<file path="config.mk">
export PLATFORM = sky130hd
export DESIGN_NAME = seq_alu
export DESIGN_NICKNAME = d
export VERILOG_FILES = /design/src/rtl/seq_alu.sv
export SDC_FILE = /design/constraint.sdc
export NUM_CORES = 1
export LEC_CHECK = 0
export CORE_MARGIN = 1
export CORE_UTILIZATION = 50
export DETAILED_ROUTE_END_ITERATION = 8
export MAX_ROUTING_LAYER = met4
export PLACE_DENSITY_LB_ADDON = 0.25
export SYNTH_ARGS = -nofsm -noshare
export SYNTH_HDL_FRONTEND = slang
export SYNTH_SLANG_ARGS = --single-unit
export TNS_END_PERCENT = 1
</file>
<file path="constraint.sdc">
create_clock -name clk -period 3.25 [get_ports clk]
set_input_delay 0.975 -clock clk [delete_from_list [all_inputs] [get_ports clk]]
set_output_delay 0.975 -clock clk [all_outputs]
set_load 0.03 [all_outputs]
</file>
<file path="src/rtl/seq_alu.sv">
// Sequential ALU: single-cycle add/subtract/AND and bit-serial logical shifts.
// One operation in flight at a time; result and zero are held between done pulses.
module seq_alu #(
    parameter int WIDTH = 32
) (
    input  logic             clk,
    input  logic             reset,
    input  logic             start,
    input  logic [2:0]       ALU_control,
    input  logic [WIDTH-1:0] a,
    input  logic [WIDTH-1:0] b,
    output logic             busy,
    output logic             done,
    output logic [WIDTH-1:0] result,
    output logic             zero
);

    typedef enum logic [1:0] {
        S_IDLE  = 2'd0,
        S_SHIFT = 2'd1,
        S_DONE  = 2'd2
    } state_t;

    localparam logic [2:0] OP_AND = 3'b000;
    localparam logic [2:0] OP_SLL = 3'b001;
    localparam logic [2:0] OP_ADD = 3'b010;
    localparam logic [2:0] OP_SRL = 3'b011;
    localparam logic [2:0] OP_SUB = 3'b110;

    state_t           r_state;
    state_t           w_state_nxt;
    logic [2:0]       r_op;
    logic [WIDTH-1:0] r_shreg;
    logic [4:0]       r_cnt;
    logic [WIDTH-1:0] r_result;
    logic             r_zero;
    logic             r_busy;
    logic             r_done;
    logic [WIDTH-1:0] w_result_nxt;
    logic             w_load_result;
    logic             w_accept;

    // Single-cycle operations; unlisted codes fall back to add.
    function automatic logic [WIDTH-1:0] f_alu(input logic [2:0] op,
                                               input logic [WIDTH-1:0] x,
                                               input logic [WIDTH-1:0] y);
        logic [WIDTH-1:0] v;
        case (op)
            OP_SUB:  v = x - y;
            OP_AND:  v = x & y;
            OP_ADD:  v = x + y;
            default: v = x + y;
        endcase
        return v;
    endfunction

    function automatic logic f_is_shift(input logic [2:0] op);
        return (op == OP_SLL) || (op == OP_SRL);
    endfunction

    assign w_accept = (r_state == S_IDLE) && start;

    // Next-state and result-load decode.
    always_comb begin
        w_state_nxt   = r_state;
        w_result_nxt  = r_result;
        w_load_result = 1'b0;
        case (r_state)
            S_IDLE: begin
                if (start) begin
                    if (f_is_shift(ALU_control)) begin
                        w_state_nxt = S_SHIFT;
                    end else begin
                        w_state_nxt   = S_DONE;
                        w_result_nxt  = f_alu(ALU_control, a, b);
                        w_load_result = 1'b1;
                    end
                end else begin
                    w_state_nxt = S_IDLE;
                end
            end
            S_SHIFT: begin
                if (r_cnt == 5'd0) begin
                    w_state_nxt   = S_DONE;
                    w_result_nxt  = r_shreg;
                    w_load_result = 1'b1;
                end else begin
                    w_state_nxt = S_SHIFT;
                end
            end
            S_DONE:  w_state_nxt = S_IDLE;
            default: w_state_nxt = S_IDLE;
        endcase
    end

    // State, status flags and held result; busy/done registered from next state.
    always_ff @(posedge clk or posedge reset) begin
        if (reset) begin
            r_state  <= S_IDLE;
            r_busy   <= 1'b0;
            r_done   <= 1'b0;
            r_result <= {WIDTH{1'b0}};
            r_zero   <= 1'b0;
        end else begin
            r_state <= w_state_nxt;
            r_busy  <= (w_state_nxt != S_IDLE);
            r_done  <= (w_state_nxt == S_DONE);
            if (w_load_result) begin
                r_result <= w_result_nxt;
                r_zero   <= (w_result_nxt == {WIDTH{1'b0}});
            end else begin
                r_result <= r_result;
                r_zero   <= r_zero;
            end
        end
    end

    // Operand capture at start, then one zero-filled bit shift per cycle.
    always_ff @(posedge clk or posedge reset) begin
        if (reset) begin
            r_op    <= 3'b000;
            r_shreg <= {WIDTH{1'b0}};
            r_cnt   <= 5'd0;
        end else if (w_accept) begin
            r_op    <= ALU_control;
            r_shreg <= a;
            r_cnt   <= b[4:0];
        end else if ((r_state == S_SHIFT) && (r_cnt != 5'd0)) begin
            r_op    <= r_op;
            r_shreg <= (r_op == OP_SRL) ? {1'b0, r_shreg[WIDTH-1:1]}
                                        : {r_shreg[WIDTH-2:0], 1'b0};
            r_cnt   <= r_cnt - 5'd1;
        end else begin
            r_op    <= r_op;
            r_shreg <= r_shreg;
            r_cnt   <= r_cnt;
        end
    end

    assign busy   = r_busy;
    assign done   = r_done;
    assign result = r_result;
    assign zero   = r_zero;

endmodule

</file>
Word-level counts from Yosys, hierarchy flattened
Cells that the tools add are included.
- register bits after elaboration: 77
- input port bits: 70
- output and inout bits: 35
- word-level logic and storage cells: 46
- add/sub/neg operators: 3
- eq/ne operators: 6
- muxes and demuxes: 18
- bitwise gates (word level): 1
- reductions and logical operators: 10
- operator list (operator ; count):
    $mux W32 ; 6
    $pmux W32 S2 ; 2
    $add A32 B32 Y32 ; 1
    $and A32 B32 Y32 ; 1
    $logic_not A32 Y1 ; 1
    $sub A32 B32 Y32 ; 1
    $mux W5 ; 2
    $eq A3 B2 Y1 const B ; 2
    $mux W2 ; 3
    $logic_not A5 Y1 ; 1
    $reduce_bool A5 Y1 ; 1
    $sub A5 B1 Y5 const B ; 1
    $pmux W2 S2 ; 1
    $reduce_bool A2 Y1 ; 2
    $eq A3 B1 Y1 const B ; 1
    $eq A3 B3 Y1 const B ; 1
    $logic_not A3 Y1 ; 1
    $mux W1 ; 3
    $eq A2 B1 Y1 const B ; 1
    $eq A2 B2 Y1 const B ; 1
    $logic_and A1 B1 Y1 ; 2
    $logic_not A2 Y1 ; 1
    $pmux W1 S2 ; 1
    $logic_or A1 B1 Y1 ; 1

Depth between registers and ports, before layout
Gate-level depths: netlist (run 1).
- word-level depth: 6
- gate-level depth with buffers: 21
- depth with buffers taken out: 21

Worst setup path after synthesis (run 1)
No wires, ideal clock.
- path kind: in2reg
- from: input b[2]
- to: register r_zero (netlist: zero)
- library setup time: 0.092 ns
- arrival: 5.118 ns
- required time: 3.158 ns
- slack: -1.960 ns
- stages on the path: 21
- cell sequence: clkbuf_1 > or3_1 > nor3b_1 > nand2_1 > nor2_1 > and2_1 > nand2_1 > or2_2 > o41ai_1 > xor2_1 > ha_1 > and3_1 > nand2_1 > nor4_1 > o31ai_1 > a31oi_1 > nor4b_1 > nor3_1 > a2111oi_0 > nand4b_1 > o31ai_2
- cells in the longest elaborated chain, start to end: 6
- RTL lines (what ; line ; source):
    start, declared ; 11 ; input logic [WIDTH-1:0] b,
    $add A32 B32 Y32, or another cell as far along ; 51, 52 ;
    $pmux W32 S2 * ; 48 ; case (op)
    $mux W32 * ; 71 ; if (f_is_shift(ALU_control)) begin
    $mux W32 * ; 70 ; if (start) begin
    $pmux W32 S2 * ; 68 ; case (r_state)
    $logic_not A32 Y1 * ; 110 ; r_zero <= (w_result_nxt == {WIDTH{1'b0}});
    end signal, assigned ; 110 ;
    end signal, assigned ; 113 ; r_zero <= r_zero;
    end, declared ; 36 ; logic r_zero;
Mark *: on every way between the ends. The rest lies on a longest branch, timed or not.
A chain may end at the register's enable or synchronous reset.

Final worst setup path (run 1)
- from: input b[4]
- to: register r_zero (netlist: zero)
The elaborated chain is that of the path after synthesis.

==> results_dict.tcl, run 1 <==
set metrics [dict create \
    status "finished with violations" \
    violations "design-rule violations, negative setup slack" \
    min_path_type "reg -> reg" \
    clk_latency_ns 0.35 \
    final_net_count 1377 \
    ys_types 79 \
    ctsHoldBuffers 0 \
    synth_warnings 0 \
    cap_violations 0 \
    antenna_cells 0 \
    place_hpwl_um 24300 \
    grt_pass1_vias 9093 \
    critPathKind "in -> reg" \
    power_density_mw_per_mm2 669 \
    rsz0062_at_grt "yes" \
    ys_seq_elements 77 \
    syn_area_sq_mm 0.00708 \
    area_growth_pct 58.6 \
    fin_crit_sh_pct 154 \
    clockRootBuffer "clkbuf_16" \
    routed_wl_um 32600 \
    finalHoldWorstSlack_ns 0.500 \
    drc 2 \
    met2_usage_pct 65.4 \
    drv_slew 0 \
    relSlewSlack_pct 53.6 \
    grt_overflow 0 \
    finalSetupViolCount 29 \
    synth.avg_cell_area_sq_um 7.61 \
    setup_slack_ns -1.74 \
    drive_gt1_share_pct 33.0 \
    syn-num-nets 1035 \
    fin_total_pwr_uw 7510 \
    synth-edff-count 0 \
    antenna_found_initial 0 \
    portBuffers 104 \
    first_pass_iters 9 \
    syn_inst 930 \
    use_met1_pct 59.7 \
    seq_area_frac_synth_pct 27.2 \
    drt_iter0_drc 1394 \
    grt_max_degree 51 \
    leakage_uw 0.00503 \
    fmax_ghz 0.200 \
    cts_buffers 9 \
    die_height_um 121 \
    clk_pin_slew_ns 0.06 \
    cp_max_fo 3 \
    stdcell_count 1457 \
    peakVddDrop_mv 0.312 \
    ant_nets 0 \
    required_ns 3.50 \
    arrival_ns 5.24 \
    globalRouteMet3Util_pct 12.7 \
    cts_tree "yes" \
    ys_async_sr_fraction_pct 100 \
    period_minus_slack_ns 4.99 \
    worstMarginPinSlew_ns 0.696 \
    setup.worst_path.end_class "register" \
    numClockSinks 77 \
    grt.total_usage_pct 45.4 \
    rows 43 \
    finClkSkew_ns 0.00637 \
    busiest_layer "met2" \
    grt_first_pass_wirelength_um 49300 \
    cp-start-kind "input port" \
    synth-main-ff-cell "dfrtp_1" \
    wl_per_cell_um 22.4 \
    placed_cells 1427 \
    cts-htree-levels 3 \
    clock_path_buffers 2 \
    coreArea_sq_mm 0.0138 \
    io_pins 105 \
    initial_utilization_pct 51.2 \
    hold_violations 0 \
    num_vias 9591 \
    via_per_inst 6.58 \
    die-area_sq_mm 0.0146 \
    place_congestion 1.05 \
    die_x_um 121 \
    tns_ns -22.31 \
]
[worst paths after layout]
| check | cells after the start | startpoint | slack (ns) | to |
|---|---|---|---|---|
| max reg2reg | 13 | r_cnt[0] | -0.23 | zero |
| min | 2 | r_op[0] | 0.50 | r_op[0] |
| max in group asynchronous | 3 | reset | 1.60 | r_shreg[17] |
| max | 22 | b[4] | -1.74 | zero |
| min in group asynchronous | 2 | reset | 0.98 | r_shreg[24] |
| min reg2reg | 2 | r_op[0] | 0.50 | r_op[0] |
[worst max-delay path: stages]
cell       delay (ns)
buf_6            0.09
or3_4            0.42
buf_4            0.16
nor3b_4          0.21
nand2_2          0.11
nor2_4           0.11
and2_4           0.16
nand2_1          0.07
or2_4            0.25
o41ai_4          0.30
xor2_1           0.12
ha_1             0.34
and3_1           0.22
nand2_1          0.12
nor4_1           0.21
o31ai_1          0.13
a31oi_2          0.24
nor4b_2          0.29
nor3_2           0.11
a2111oi_4        0.22
nand4b_1         0.15
o31ai_2          0.23
[repair_timing]
item,4_1_cts,5_1_grt
pin swaps,47,48
resized for setup,98,73
endpoints found under the setup margin,29,31
setup buffers,9,5
[synth_stat cells (5+ instances only)]
| cell | instances | area [sq um] |
|---|---|---|
| nor2_1 | 73 | 274 |
| o211ai_1 | 9 | 67.6 |
| and3_1 | 6 | 37.5 |
| ha_1 | 34 | 425 |
| o21ai_0 | 46 | 230 |
| nand2b_1 | 6 | 37.5 |
| inv_1 | 32 | 120 |
| o31ai_1 | 13 | 97.6 |
| mux2i_1 | 6 | 60.1 |
| o22ai_1 | 10 | 62.6 |
| dfrtp_1 | 77 | 1930 |
| nand2_1 | 159 | 597 |
| xnor2_1 | 18 | 158 |
| o21a_1 | 6 | 45.0 |
| or3_1 | 12 | 75.1 |
| a221o_1 | 39 | 390 |
| nand3_1 | 19 | 95.1 |
| a31oi_1 | 17 | 106 |
| a21boi_0 | 5 | 37.5 |
| nor2b_1 | 5 | 31.3 |
| nor3_1 | 17 | 85.1 |
| a211oi_1 | 9 | 67.6 |
| clkbuf_1 | 43 | 161 |
| xor2_1 | 26 | 228 |
| a22oi_1 | 8 | 60.1 |
| nor4_1 | 9 | 56.3 |
| a21o_1 | 9 | 67.6 |
| nand4_1 | 15 | 93.8 |
| buf_2 | 6 | 30.0 |
| and2_1 | 9 | 56.3 |
| or2_2 | 5 | 31.3 |
| a21oi_1 | 94 | 470 |
[flip-flops by register name (all words and copies together) (netlist names)]
| signal | count |
|---|---|
| zero | 1 |
| r_state | 2 |
| done | 1 |
| result | 32 |
| r_op | 3 |
| r_cnt | 5 |
| busy | 1 |
| r_shreg | 32 |
[metal layers]
| metal | vias up | wire length [um] |
|---|---|---|
| li1 | 4157 | - |
| met1 | 4498 | 12300 |
| met2 | 761 | 14000 |
| met3 | 175 | 4600 |
| met4 | 0 | 1700 |
| met5 | - | 0 |
[cells by family (layout without fill, tap and decap cells)]
family / after synthesis / in the layout / share of synthesized area, %
simple gates: 357 / 357 / 23.8
flops: 77 / 77 / 27.2
buf+inv: 86 / 433 / 4.77
compound gates: 324 / 324 / 31.5
fa+ha+maj: 35 / 35 / 6.29
xor+xnor: 44 / 44 / 5.44
mux: 7 / 7 / 1.01
[layout make-up]
cell class | count | area (sq um)
tap | 180 | 225
clock buffer | 12 | 246
multi-input combinational | 767 | 5460
timing repair buffer | 384 | 3190
inverter | 33 | 125
sequential | 77 | 1930
clock inverter | 4 | 47.5
fill | 880 | 2600
[metrics by stage]
step / setup slack, ns / util, % / instance area (sq um)
6_report: -1.74 / 81.2 / 11200
5_1_grt: -1.92 / 81.2 / 11200
4_1_cts: -1.81 / 78.9 / 10900
3_5_place_dp: -2.47 / 73.8 / 10200
3_3_place_gp: -2.38 / 73.8 / 10200
2_1_floorplan: -1.71 / - / 7140
[cell usage in the layout, fill, tap and decap left out, types with 11 or more instances in the layout]
cell / netlist / layout
nor2_1: 73 / 64
dfrtp_1: 77 / 77
nor3_1: 17 / 12
a21oi_1: 94 / 79
o21ai_0: 46 / 27
nand4_1: 15 / 15
nand3_1: 19 / 18
o21ai_1: 3 / 13
o21ai_2: 2 / 11
inv_1: 32 / 31
a31oi_1: 17 / 13
xnor2_1: 18 / 17
a221o_1: 39 / 39
ha_1: 34 / 26
clkdlybuf4s50_1: 0 / 93
nand2_1: 159 / 155
buf_4: 2 / 267
xor2_1: 26 / 21
a21oi_2: 0 / 14
buf_6: 0 / 14
[where the power goes]
part	switching, uW	internal (uW)	leakage, uW
Clock	415	614	0.000143
Combinational	2490	2010	0.00396
Sequential	562	1420	0.000933
Total	3460	4050	0.00503
(Power assumes the default switching activity.)
==> run 2: changes to the inputs <==
CORE_MARGIN = unset   (was 1)
REMOVE_ABC_BUFFERS = 1   (was unset)
SETUP_SLACK_MARGIN = 0.15   (was unset)
==> run 2 against run 1 <==
Die area unchanged. Final area rose by 1.4%. Critical path type unchanged. First-iteration DRC count grew 4.4%. Power grew 5.0%. The flow finishes with violations (negative setup slack). Sequential cell count unchanged. Largest cell class unchanged. Hold slack got worse by 0.0038 ns.
==> results_dict.tcl, run 2 (synthesized netlist as in run 1, its figures left out) <==
set metrics [dict create \
    hold_violations 0 \
    finalSetupViolCount 29 \
    wl_per_cell_um 22.8 \
    critPathKind "in -> reg" \
    clock_path_buffers 2 \
    grt_max_degree 39 \
    cp-start-kind "input port" \
    portBuffers 104 \
    clk_pin_slew_ns 0.07 \
    rsz0062_at_grt "yes" \
    drive_gt1_share_pct 34.2 \
    numClockSinks 77 \
    grt_overflow 0 \
    grt_pass1_vias 9132 \
    status "finished with violations" \
    drt_iter0_drc 1455 \
    cp_max_fo 3 \
    final_net_count 1395 \
    grt.total_usage_pct 46.8 \
    rows 43 \
    setup.worst_path.end_class "register" \
    regArea_sq_mm 0.00193 \
    via_per_inst 6.58 \
    place_hpwl_um 24500 \
    finClkSkew_ns 0.00895 \
    setup_slack_ns -1.76 \
    die_height_um 121 \
    multi_input_area_sq_mm 0.00547 \
    ant_nets 0 \
    drv_slew 0 \
    cts_buffers 9 \
    relSlewSlack_pct 48.6 \
    arrival_ns 5.27 \
    finalHoldWorstSlack_ns 0.496 \
    clk_latency_ns 0.35 \
    cts-htree-levels 3 \
    peakVddDrop_mv 0.384 \
    period_minus_slack_ns 5.01 \
    routed_wl_um 33700 \
    fin_crit_sh_pct 154 \
    drc 0 \
    coreArea_sq_mm 0.0138 \
    area_growth_pct 60.9 \
    num_vias 9704 \
    antenna_found_initial 0 \
    cts_tree "yes" \
    slowest_delay_ns 0.47 \
    fmax_ghz 0.200 \
    initial_utilization_pct 51.2 \
    die_x_um 121 \
    fillers 889 \
    crit_top_cell "buf_4" \
    antenna_cells 0 \
    grt_first_pass_wirelength_um 50300 \
    min_path_type "reg -> reg" \
    layout_commonest_cell "buf_4" \
    cap_violations 0 \
    violations "negative setup slack" \
    leakage_uw 0.00512 \
    final_cell_mix "buf_4, nand2_1, clkdlybuf4s50_1" \
    ctsHoldBuffers 0 \
    first_pass_iters 6 \
    worstMarginPinSlew_ns 0.768 \
    path_cells "clkdlybuf4s50_1 -> nor3_4 -> inv_1 -> nor4_4 -> nand2_2 -> nor3b_4 -> a21oi_1 -> xnor2_1 -> ha_1 -> a211o_1 -> o31ai_4 -> buf_4 -> o2111ai_1 -> a31oi_1 -> buf_4 -> o211ai_1 -> a2111oi_4 -> nand4b_1 -> o31ai_2" \
    cpLargestDelayFamily "compound AO/OA/AOI/OAI gates" \
    utilization_pct 82.3 \
    power_density_mw_per_mm2 693 \
    required_ns 3.51 \
    critical_path_buf_inv_count 4 \
    io_pins 105 \
    place_congestion 1.05 \
    cp_slowest_cell "clkdlybuf4s50_1" \
    die-area_sq_mm 0.0146 \
    clockRootBuffer "clkbuf_16" \
]
[run 2: cell count changes in the layout (fill, tap and decap cells not counted), sizes merged, moves of 2 or more]
| cell | delta |
|---|---|
| buf | +19 |
| clkbuf | -4 |
| clkdlybuf4s50 | +2 |
| dlymetal6s2s | -2 |
| inv | +2 |
[run 2: per-stage QoR]
| stage | cell area, sq um | total power [uW] | worst slack [ns] | TNS [ns] | instances |
|---|---|---|---|---|---|
| floorplan | 6860 | 4000 | -2.28 | -93.14 | 877 |
| global placement | 10300 | 6060 | -2.65 | -45.67 | 1444 |
| detailed placement | 10300 | 6150 | -2.76 | -47.30 | 1444 |
| CTS | 11100 | 7510 | -1.68 | -24.05 | 1468 |
| global route | 11400 | 8180 | -1.94 | -27.92 | 1475 |
| finish | 11400 | 7890 | -1.76 | -25.11 | 1475 |
[run 2: final cells by class]
cell class | count | share of cell area [%]
Timing Repair Buffer | 402 | 29.0
Inverter | 33 | 1.10
Multi-Input combinational cell | 767 | 48.1
Clock buffer | 10 | 2.10
Tap cell | 180 | 1.98
Clock inverter | 6 | 0.824
Sequential cell | 77 | 16.9
[run 2: what timing repair did]
action                     CTS  global route
pin swaps                   61            33
setup buffers                8             7
setup endpoints to repair   31            31
gates resized for setup    134            50
[run 2: report_power, final]
part	total [uW]	switching (uW)	internal, uW	leakage [uW]
clock network	1170	464	702	0.000160
registers	1970	555	1420	0.000933
logic	4750	2640	2110	0.00402
[run 2: worst paths after layout]
kind	startpoint	end	slack [ns]	cells after the start
worst max register to register	r_cnt[0]	zero	-0.34	14
worst min-delay path	r_op[0]	r_op[0]	0.50	2
worst max-delay path	b[8]	zero	-1.76	19
min in group asynchronous	reset	r_shreg[28]	1.00	2
max in group asynchronous	reset	result[9]	1.62	3
worst min register to register	r_op[0]	r_op[0]	0.50	2
[run 2: per-layer routing]
| layer | track usage (%) | wire, um | vias up |
|---|---|---|---|
| li1 | - | - | 4188 |
| met1 | 61.5 | 13200 | 4545 |
| met2 | 67.3 | 14400 | 821 |
| met3 | 14.0 | 4740 | 150 |
| met4 | 18.4 | 1430 | 0 |
| met5 | - | 0 | - |
[run 2: tightest hold or removal path, delay by kind of cell, from the launching register on]
family        cells  cell delay [ns]
flops             1             0.35
simple gates      2             0.12
